### config.mk
export PLATFORM = sky130hd
export DESIGN_NAME = bus_arbiter_mux
export DESIGN_NICKNAME = d
export VERILOG_FILES = /design/src/rtl/bus_arbiter_mux.sv
export SDC_FILE = /design/constraint.sdc
export NUM_CORES = 1
export LEC_CHECK = 0
export CAP_MARGIN = 20
export CORE_ASPECT_RATIO = 2
export CORE_MARGIN = 8
export CORE_UTILIZATION = 44
export CTS_CLUSTER_SIZE = 20
export DETAILED_ROUTE_END_ITERATION = 7
export DONT_BUFFER_PORTS = 1
export MAX_ROUTING_LAYER = met4
export PLACE_DENSITY = 0.59
export SKIP_LAST_GASP = 1
export SYNTH_ARGS = -nofsm -noshare
export SYNTH_HDL_FRONTEND = slang
export SYNTH_SLANG_ARGS = --single-unit
export TNS_END_PERCENT = 5
### constraint.sdc
create_clock -name clock -period 5.95 [get_ports clock]
set_clock_uncertainty 0.15 [all_clocks]
set_input_delay 1.19 -clock clock [delete_from_list [all_inputs] [get_ports clock]]
set_output_delay 1.19 -clock clock [all_outputs]
set_load 0.03 [all_outputs]
### src/rtl/bus_arbiter_mux.sv
// bus_arbiter_mux: registered bus mux with din > alu > round-robin register priority behind a valid/ready output stage
module bus_arbiter_mux #(
  parameter int WIDTH = 16,
  parameter int NREG = 8,
  parameter int SRCW = $clog2(NREG + 2)
) (
  input  logic                  clock,
  input  logic                  resetn,
  input  logic [WIDTH-1:0]      din,
  input  logic                  din_en,
  input  logic [WIDTH-1:0]      aluout,
  input  logic                  gout,
  input  logic [NREG*WIDTH-1:0] regs,
  input  logic [NREG-1:0]       r_req,
  input  logic                  bus_ready,
  input  logic                  clear_err,
  output logic [WIDTH-1:0]      buswires,
  output logic                  bus_valid,
  output logic [SRCW-1:0]       bus_src,
  output logic                  din_ack,
  output logic                  alu_ack,
  output logic [NREG-1:0]       r_grant,
  output logic                  conflict
);
  localparam int PW = $clog2(NREG);
  logic [PW-1:0] rr_ptr, rr_idx;
  logic [WIDTH-1:0] rr_data;
  logic rr_hit, load_en, any_req;
  function automatic int wrap(input int k);
    return k >= NREG ? k - NREG : k;
  endfunction
  always_comb begin
    rr_hit = 1'b0;
    rr_idx = '0;
    rr_data = '0;
    for (int i = NREG - 1; i >= 0; i--) begin
      if (r_req[wrap(int'(rr_ptr) + i)]) begin
        rr_hit = 1'b1;
        rr_idx = PW'(wrap(int'(rr_ptr) + i));
        rr_data = regs[wrap(int'(rr_ptr) + i) * WIDTH +: WIDTH];
      end
    end
  end
  assign load_en = resetn && (!bus_valid || bus_ready);
  assign any_req = din_en || gout || rr_hit;
  assign din_ack = load_en && din_en;
  assign alu_ack = load_en && !din_en && gout;
  assign r_grant = (load_en && !din_en && !gout && rr_hit) ? NREG'(1) << rr_idx : '0;
  always_ff @(posedge clock or negedge resetn) begin
    if (!resetn) begin
      buswires <= '0;
      bus_valid <= 1'b0;
      bus_src <= '0;
      rr_ptr <= '0;
      conflict <= 1'b0;
    end else begin
      conflict <= (din_en && gout) || (conflict && !clear_err);
      if (load_en) begin
        bus_valid <= any_req;
        if (any_req) begin
          buswires <= din_en ? din : gout ? aluout : rr_data;
          bus_src <= din_en ? SRCW'(NREG + 1) : gout ? SRCW'(NREG) : SRCW'(rr_idx);
        end
        if (!din_en && !gout && rr_hit) rr_ptr <= rr_idx == PW'(NREG - 1) ? '0 : rr_idx + 1'b1;
      end
    end
  end
endmodule
==> out/qor.csv, run 1 <==
metric,value,unit
antenna_found_initial,1,
reg2regPathDepth,10,
cp_max_fo,44,
startpoint_type,register,
post-route-util,45.8,%
cts_tree,yes,
initial_core_util,44.5,%
gp_congestion,0.971,
ys_seq_elements,25,
layout.nets,1037,
finalSetupViolCount,0,
synth.avg_cell_area,9.38,sq um
nFillCells,1898,
tightest_slew,1.01,ns
clk_pin_slew,0.06,ns
clock_sinks,25,
path_class,register to primary output,
clk_latency,0.26,ns
period_needed,5.45,ns
cts-resized-gates,0,
cp.required,4.61,ns
vias,8141,
clockBufferDepth,2,
yosys.area_share.simple,14.7,%
hold_buffers,0,
cts_setup_buffers,0,
core.rowCount,72,
synth_top_flop_cell,dfrtp_1,
h-tree-depth,1,
drive_gt1_share,27.0,%
die-area,0.0243,sq mm
mostFrequentLayoutCells,"133 x mux4_2, 119 x nand2_1, 78 x mux2i_1",
hp-class,input pin to async pin,
die_w,114,um
post_drt_wl_per_cell,30.0,um
synthesis.area,0.00849,sq mm
relSlewSlack,32.6,%
synthXorXnorAreaFrac,0.516,%
via_per_inst,7.35,
fmax,183,MHz
track_usage,27.7,%
wl,33300,um
synth_mux_area_share,48.4,%
numCtsBuffers,3,
cap_viol_max_count,0,
grt-ovfl-total,0,
post-route-drc-count,0,
grt_start_max_net_pins,70,
syn_to_final_growth,3.09,%
detail_route.first_pass.iterations,6,
post-dp-hpwl,24600,um
worstPathArrival,4.11,ns
final_common_cell,mux4_2,
finalHoldViolCount,0,
seq_area_frac_synth,7.37,%
fin_crit_sh,91.6,%
pin_count,206,
synth_fa_ha_area_share,2.06,%
grt_pass1_wl,49700,um
fp.coreArea,0.0191,sq mm
setup_tns,0,ns
rsz0062_at_grt,no,
root_buffer,clkbuf_16,
syn_inst,905,
ant_nets,0,
synth_edf_count,0,
grt_pass1_vias,7967,
synth_cell_types,74,
synth_nets,1093,
synth_top_family_by_area,multiplexers,
ys_async_sr_fraction,100,%
ys.warnings.count,0,
run_status,completed,
io_buffers,0,
drtIter0Drc,883,
end_kind,primary output,
die_h,212,um
slew_viol_final,0,
synth_compound_area_share,20.2,%
[critical path: stages, from the launching register on]
cell	delay (ns)
dfrtp_4	0.71
inv_1	0.16
ha_4	0.40
buf_4	0.52
mux2i_1	0.26
mux2_2	0.36
nor2_1	0.06
o21ai_0	0.19
nand4_1	0.14
o21ai_2	0.42
inv_1	0.09
ha_1	0.20
and2_1	0.16
buf_12	0.14
[path summary, 6_finish.rpt]
kind,from,to,slack (ns)
worst min register to register,conflict,conflict,0.55
max in group asynchronous,resetn,rr_ptr[0],5.09
worst min-delay path,resetn,rr_ptr[1],0.47
worst max-delay path,rr_ptr[0],r_grant[7],0.50
worst max register to register,rr_ptr[1],buswires[10],1.52
min in group clock,conflict,conflict,0.55
[stage by stage]
step / cell area, sq um / setup slack (ns) / hold WS (ns) / std cells
final: 8760 / 0.498 / 0.471 / 1108
after global routing: 8760 / 0.143 / 0.460 / 1108
after CTS: 8750 / 0.493 / 0.464 / 1107
after detailed placement: 8670 / 0.714 / 0.540 / 1103
after global placement: 8670 / 0.767 / 0.534 / 1103
after floorplan: 8490 / 0.457 / 0.498 / 905
[state kept, by name (all words and copies together) (netlist names)]
signal	count
rr_ptr	3
conflict	1
bus_valid	1
bus_src	4
buswires	16
[final cells by class]
type                    count  area (sq um)  area share [%]
diodes                      1          2.50          0.0286
clock buffers               4          78.8           0.900
inverters                  21          78.8           0.900
multi-input cells         760          7330            83.7
flip-flops and latches     25           633            7.23
well taps                 259           324            3.70
repair buffers             38           310            3.54
[kinds of logic (layout without fill, tap and decap cells)]
kind of cell,Yosys count,in the layout
xor gates and xnor gates,5,5
other,0,1
AOI/OAI and AO/OA,241,241
DFF,25,25
muxes,240,240
and+or+nand+nor,260,260
buffers and inverters,120,63
adders and majority gates,14,14
[metal layers]
layer  up-vias  routed length, um  part of all wire, %  GRT usage [%]
met3        72               3330                   10           5.72
li1       3539                  -                    -              -
met5         -                  0                    0              -
met2       490              16200                   49           44.0
met4         0               1870                  5.6           14.1
met1      4040              11900                   36           32.5
[cells in the mapped netlist, drive strengths merged (4+ instances only)]
library cell	count	share of area [%]
buf	59	4.0
a311oi	5	0.52
o211ai	13	1.1
o21a	5	0.44
o22a	6	0.62
mux2	28	3.8
o22ai	4	0.29
nand3	30	1.8
and2	13	0.99
a21oi	33	2.0
mux4	133	35
nor3b	6	0.53
mux2i	79	9.4
a21o	10	0.90
nand2b	13	0.96
ha	14	2.1
nor3	9	0.53
nor2	34	1.5
a31oi	23	1.7
nand2	120	5.3
dfrtp	25	7.4
a221oi	8	0.83
nand3b	15	1.3
a211oi	7	0.62
o311ai	7	0.72
o41ai	5	0.52
inv	21	0.93
a22oi	12	1.1
clkbuf	40	1.8
o221ai	16	1.6
o21ai	49	2.9
nor2b	7	0.52
Power of run 1 is left out: the tool's default activity adds up to more than one toggle a clock period on the data nets, which glitch-free logic cannot reach.
==> inputs of run 2 (changes only) <==
--- a/config.mk
+++ b/config.mk
@@ -13,7 +13,8 @@
 export DETAILED_ROUTE_END_ITERATION = 7
 export DONT_BUFFER_PORTS = 1
 export MAX_ROUTING_LAYER = met4
-export PLACE_DENSITY = 0.59
+export PLACE_DENSITY = 0.57
+export REMOVE_ABC_BUFFERS = 1
 export SKIP_LAST_GASP = 1
 export SYNTH_ARGS = -nofsm -noshare
 export SYNTH_HDL_FRONTEND = slang
==> run 2 against run 1 <==
  * Flip-flop and latch count stayed put
  * First-iteration DRC count is 28% lower
  * Cell count is 0.18% higher
  * Count of clock-buffer cells in the layout stayed put
==> out/qor.csv, run 2 (synthesis results as in run 1) <==
metric,value,unit
run_status,completed,
cp_max_fo,30,
cp.required,4.61,ns
post_drt_wl_per_cell,29.9,um
final_area,0.00877,sq mm
grt_start_max_net_pins,65,
hold_buffers,0,
period_needed,5.38,ns
clock_sinks,25,
grt_pass1_wl,50300,um
grt-ovfl-total,0,
track_usage,27.8,%
place_inst,1102,
numCtsBuffers,3,
rsz0062_at_grt,no,
cap_viol_max_count,0,
worstPathArrival,4.04,ns
hold_ws,0.455,ns
post-route-drc-count,0,
regMostFlops,buswires,
initial_core_util,44.5,%
clk_latency,0.27,ns
largest_register_ffs,16,
drtIter0Drc,634,
r2r_end,bus_src[0],
reg2regPathDepth,9,
syn_to_final_growth,3.24,%
tightest_slew,0.965,ns
layout.nets,1036,
h-tree-depth,1,
wl,33200,um
via_per_inst,7.39,
fmax,186,MHz
cts_setup_buffers,0,
post-dp-hpwl,23700,um
grt_pass1_vias,8235,
r2r-start,rr_ptr[1],
root_buffer,clkbuf_16,
vias,8198,
cts_tree,yes,
ff_latch_area,633,sq um
relSlewSlack,35.6,%
fp.coreArea,0.0191,sq mm
fin_crit_sh,90.4,%
finalSetupViolCount,0,
end_kind,primary output,
path_class,register to primary output,
clockBufferDepth,2,
fin_cells,1110,
ant_nets,0,
place_area,0.00868,sq mm
core.rowCount,72,
antenna_found_initial,4,
io_buffers,0,
hp-class,input pin to async pin,
final_common_cell,mux4_2,
gp_congestion,0.945,
die_h,212,um
finalHoldViolCount,0,
die_w,114,um
die-area,0.0243,sq mm
r2r_setup_slack,1.83,ns
largest_registers,"buswires (16), bus_src (4), rr_ptr (3)",
nFillCells,1886,
drive_gt1_share,27.2,%
slew_viol_final,0,
detail_route.first_pass.iterations,5,
setup_tns,0,ns
pin_count,206,
startpoint_type,register,
clk_pin_slew,0.08,ns
cts-resized-gates,0,
mostFrequentLayoutCells,"133 x mux4_2, 119 x nand2_1, 77 x mux2i_1",
multi_input_area,0.00734,sq mm
run 2: layout make-up:
cell class	instances	area share (%)
Antenna cell	4	0.114
Clock buffer	4	0.899
Inverter	21	0.899
Multi-Input combinational cell	760	83.7
Sequential cell	25	7.22
Tap cell	259	3.70
Timing Repair Buffer	37	3.45
run 2: how the worst max path moves through the flow:
stage | startpoint | end | depth (start not counted)
detailed placement | r_req[3] | r_grant[7] | 9
global route | rr_ptr[0] | r_grant[7] | 12
floorplan | rr_ptr[0] | r_grant[2] | 11
global placement | r_req[3] | r_grant[7] | 9
CTS | rr_ptr[0] | r_grant[7] | 12
finish | rr_ptr[1] | r_grant[7] | 11
run 2: routing by layer:
layer | part of all wire, % | vias up | global-route usage (%)
met1 | 37 | 4083 | 33.4
li1 | - | 3529 | -
met4 | 3.1 | 0 | 9.20
met3 | 11 | 73 | 6.88
met2 | 49 | 513 | 44.7
met5 | 0 | - | -
run 2: metrics by stage:
step | utilization (%) | setup WS [ns]
after global placement | 45.4 | 0.804
after CTS | 45.9 | 0.583
after detailed placement | 45.4 | 0.764
final | 45.9 | 0.572
after floorplan | - | -7.78
after global routing | 45.9 | 0.315
run 2: worst max-delay path: stages (launching register included):
cell and delay, ns:
dfrtp_4 0.41, buf_4 0.40, ha_1 0.54, mux4_2 0.56, mux2i_1 0.25, a32oi_1 0.27
o211ai_1 0.32, a41oi_2 0.22, ha_1 0.27, ha_1 0.21, and2_1 0.16, buf_12 0.14
Power of run 2 is left out for the same reason.
==> inputs of run 3 (changes only) <==
--- a/config.mk
+++ b/config.mk
@@ -5,6 +5,7 @@
 export SDC_FILE = /design/constraint.sdc
 export NUM_CORES = 1
 export LEC_CHECK = 0
+export ABC_AREA = 1
 export CAP_MARGIN = 20
 export CORE_ASPECT_RATIO = 2
 export CORE_MARGIN = 8
@@ -16,6 +17,7 @@
 export PLACE_DENSITY = 0.57
 export REMOVE_ABC_BUFFERS = 1
 export SKIP_LAST_GASP = 1
+export SLEW_MARGIN = 30
 export SYNTH_ARGS = -nofsm -noshare
 export SYNTH_HDL_FRONTEND = slang
 export SYNTH_SLANG_ARGS = --single-unit
==> run 3 against run 2 <==
  * Sequential share of layout area up 0.52 points
  * Worst hold slack worse by 0.0036 ns
  * Flip-flop and latch count unchanged
  * Worst setup slack worse by 0.24 ns
  * Critical path depth up 8
  * Global-route usage up 0.44 points
  * Register-to-register slack worse by 0.16 ns
  * Critical path type unchanged
==> out/qor.csv, run 3 <==
metric,value,unit
io_buffers,0,
hp-class,input pin to async pin,
synth_cell_types,33,
wl,33500,um
period_needed,5.62,ns
post-route-drc-count,0,
antenna_found_initial,0,
grt_pass1_wl,51500,um
slew_viol_final,0,
fin_cells,1823,
die-area,0.0230,sq mm
synth_top_flop_cell,dfrtp_1,
ys_async_sr_fraction,100,%
clockBufferDepth,2,
synthesis.area,0.00798,sq mm
root_buffer,clkbuf_16,
synth_top_area_share,38.9,%
regMostFlops,buswires,
core.rowCount,69,
fin_crit_sh,94.5,%
synth_edf_count,0,
mostFrequentLayoutCells,"826 x nand2_1, 348 x nand3_1, 78 x a21oi_1",
yosysTopAreaCell,nand2_1,
run_status,completed,
detail_route.first_pass.iterations,6,
track_usage,28.3,%
syn_to_final_growth,2.26,%
fmax,178,MHz
final_common_cell,nand2_1,
rsz0062_at_grt,no,
yosysMostFrequentCell,nand2_1,
die_w,111,um
numCtsBuffers,3,
place_ws,0.665,ns
cts_setup_buffers,0,
relSlewSlack,38.2,%
largest_register_ffs,16,
clock_sinks,25,
synth.avg_cell_area,4.74,sq um
path_class,register to primary output,
post-dp-hpwl,25500,um
initial_core_util,44.9,%
tightest_slew,0.919,ns
hold_buffers,0,
fp.coreArea,0.0178,sq mm
end_kind,primary output,
cp.required,4.61,ns
largest_registers,"buswires (16), bus_src (4), rr_ptr (3)",
layout.nets,1799,
pin_count,206,
grt-ovfl-total,0,
grt_pass1_vias,10056,
clk_latency,0.28,ns
vias,10806,
startpoint_type,register,
cap_viol_max_count,0,
cts-resized-gates,0,
synth_commonest_cells,"826 x nand2_1, 348 x nand3_1, 78 x a21oi_1",
via_per_inst,5.93,
grt_start_max_net_pins,93,
cts_tree,yes,
drive_gt1_share,5.16,%
diodes,0,
clk_pin_slew,0.07,ns
place_inst,1819,
ant_nets,0,
syn_inst,1683,
worst_slack,0.327,ns
post_drt_wl_per_cell,18.4,um
gp_congestion,1.03,
worstPathArrival,4.28,ns
finalSetupViolCount,0,
h-tree-depth,1,
cp_max_fo,46,
ys_seq_elements,25,
die_h,206,um
drtIter0Drc,836,
seq_area_frac_synth,7.84,%
synth_area_leaders,"nand2_1 39%, nand3_1 22%, dfrtp_1 7.8%",
finalHoldViolCount,0,
ys.warnings.count,0,
==> run 3: layout make-up <==
cell class / instances / area, sq um
clock buffers: 3 / 75.1
clock inverters: 1 / 5.00
fillers: 2067 / 9620
inverters: 61 / 230
multi-input cells: 1480 / 6650
flip-flops and latches: 25 / 632
well taps: 213 / 267
repair buffers: 40 / 300
==> run 3: logic make-up (layout without fill, tap and decap cells) <==
| kind of cell | Yosys count | after routing | synth area share (%) |
|---|---|---|---|
| AND/OR/NAND/NOR | 1277 | 1277 | 66.7 |
| AO/OA/AOI/OAI | 185 | 185 | 13.3 |
| XOR/XNOR | 4 | 4 | 0.721 |
| flip-flops | 25 | 25 | 7.84 |
| buffers and inverters | 178 | 105 | 9.22 |
| adder cells (fa/ha/maj) | 14 | 14 | 2.20 |
==> run 3: final timing paths <==
path                              start      endpoint  slack [ns]  depth (start not counted)
setup / recovery              rr_ptr[0]    r_grant[7]        0.33                         19
hold / removal                   resetn   buswires[8]        0.45                          0
setup reg to reg              rr_ptr[0]     rr_ptr[2]        1.67                         18
hold reg to reg            buswires[13]  buswires[13]        0.54                          2
max in group asynchronous        resetn     rr_ptr[0]        5.10                          0
min in group clock         buswires[13]  buswires[13]        0.54                          2
==> run 3: stage by stage <==
stage               instance area (sq um)  TNS (ns)  hold WS (ns)  util, %
finish                               8160         0         0.452     45.9
global route                         8160         0         0.446     45.9
CTS                                  8160         0         0.449     45.9
detailed placement                   8080         0         0.537     45.4
global placement                     8080         0         0.534     45.4
floorplan                            7470    -96.35         0.498        -
==> run 3: per-layer routing <==
layer	vias to the layer above	routed length (um)	global-route usage [%]
li1	5344	-	-
met1	4815	12100	28.8
met2	521	16800	50.4
met3	126	2870	5.35
met4	0	1700	14.7
met5	-	0	-
==> run 3: worst max-delay path, cell delays in order (launching register included) <==
cell and delay (ns):
dfrtp_4 0.70, clkinv_2 0.12, ha_2 0.46, inv_2 0.34, nand3_1 0.16, nand3_1 0.16, nand2_2 0.07, nor2_1 0.43
o21ai_0 0.17, o21ai_1 0.20, o211ai_1 0.12, nand2_1 0.09, nand2_1 0.08, nand2_1 0.13, inv_1 0.08, ha_1 0.21
ha_1 0.20, inv_1 0.07, nor2_1 0.05, buf_4 0.16
Power of run 3 is left out for the same reason.
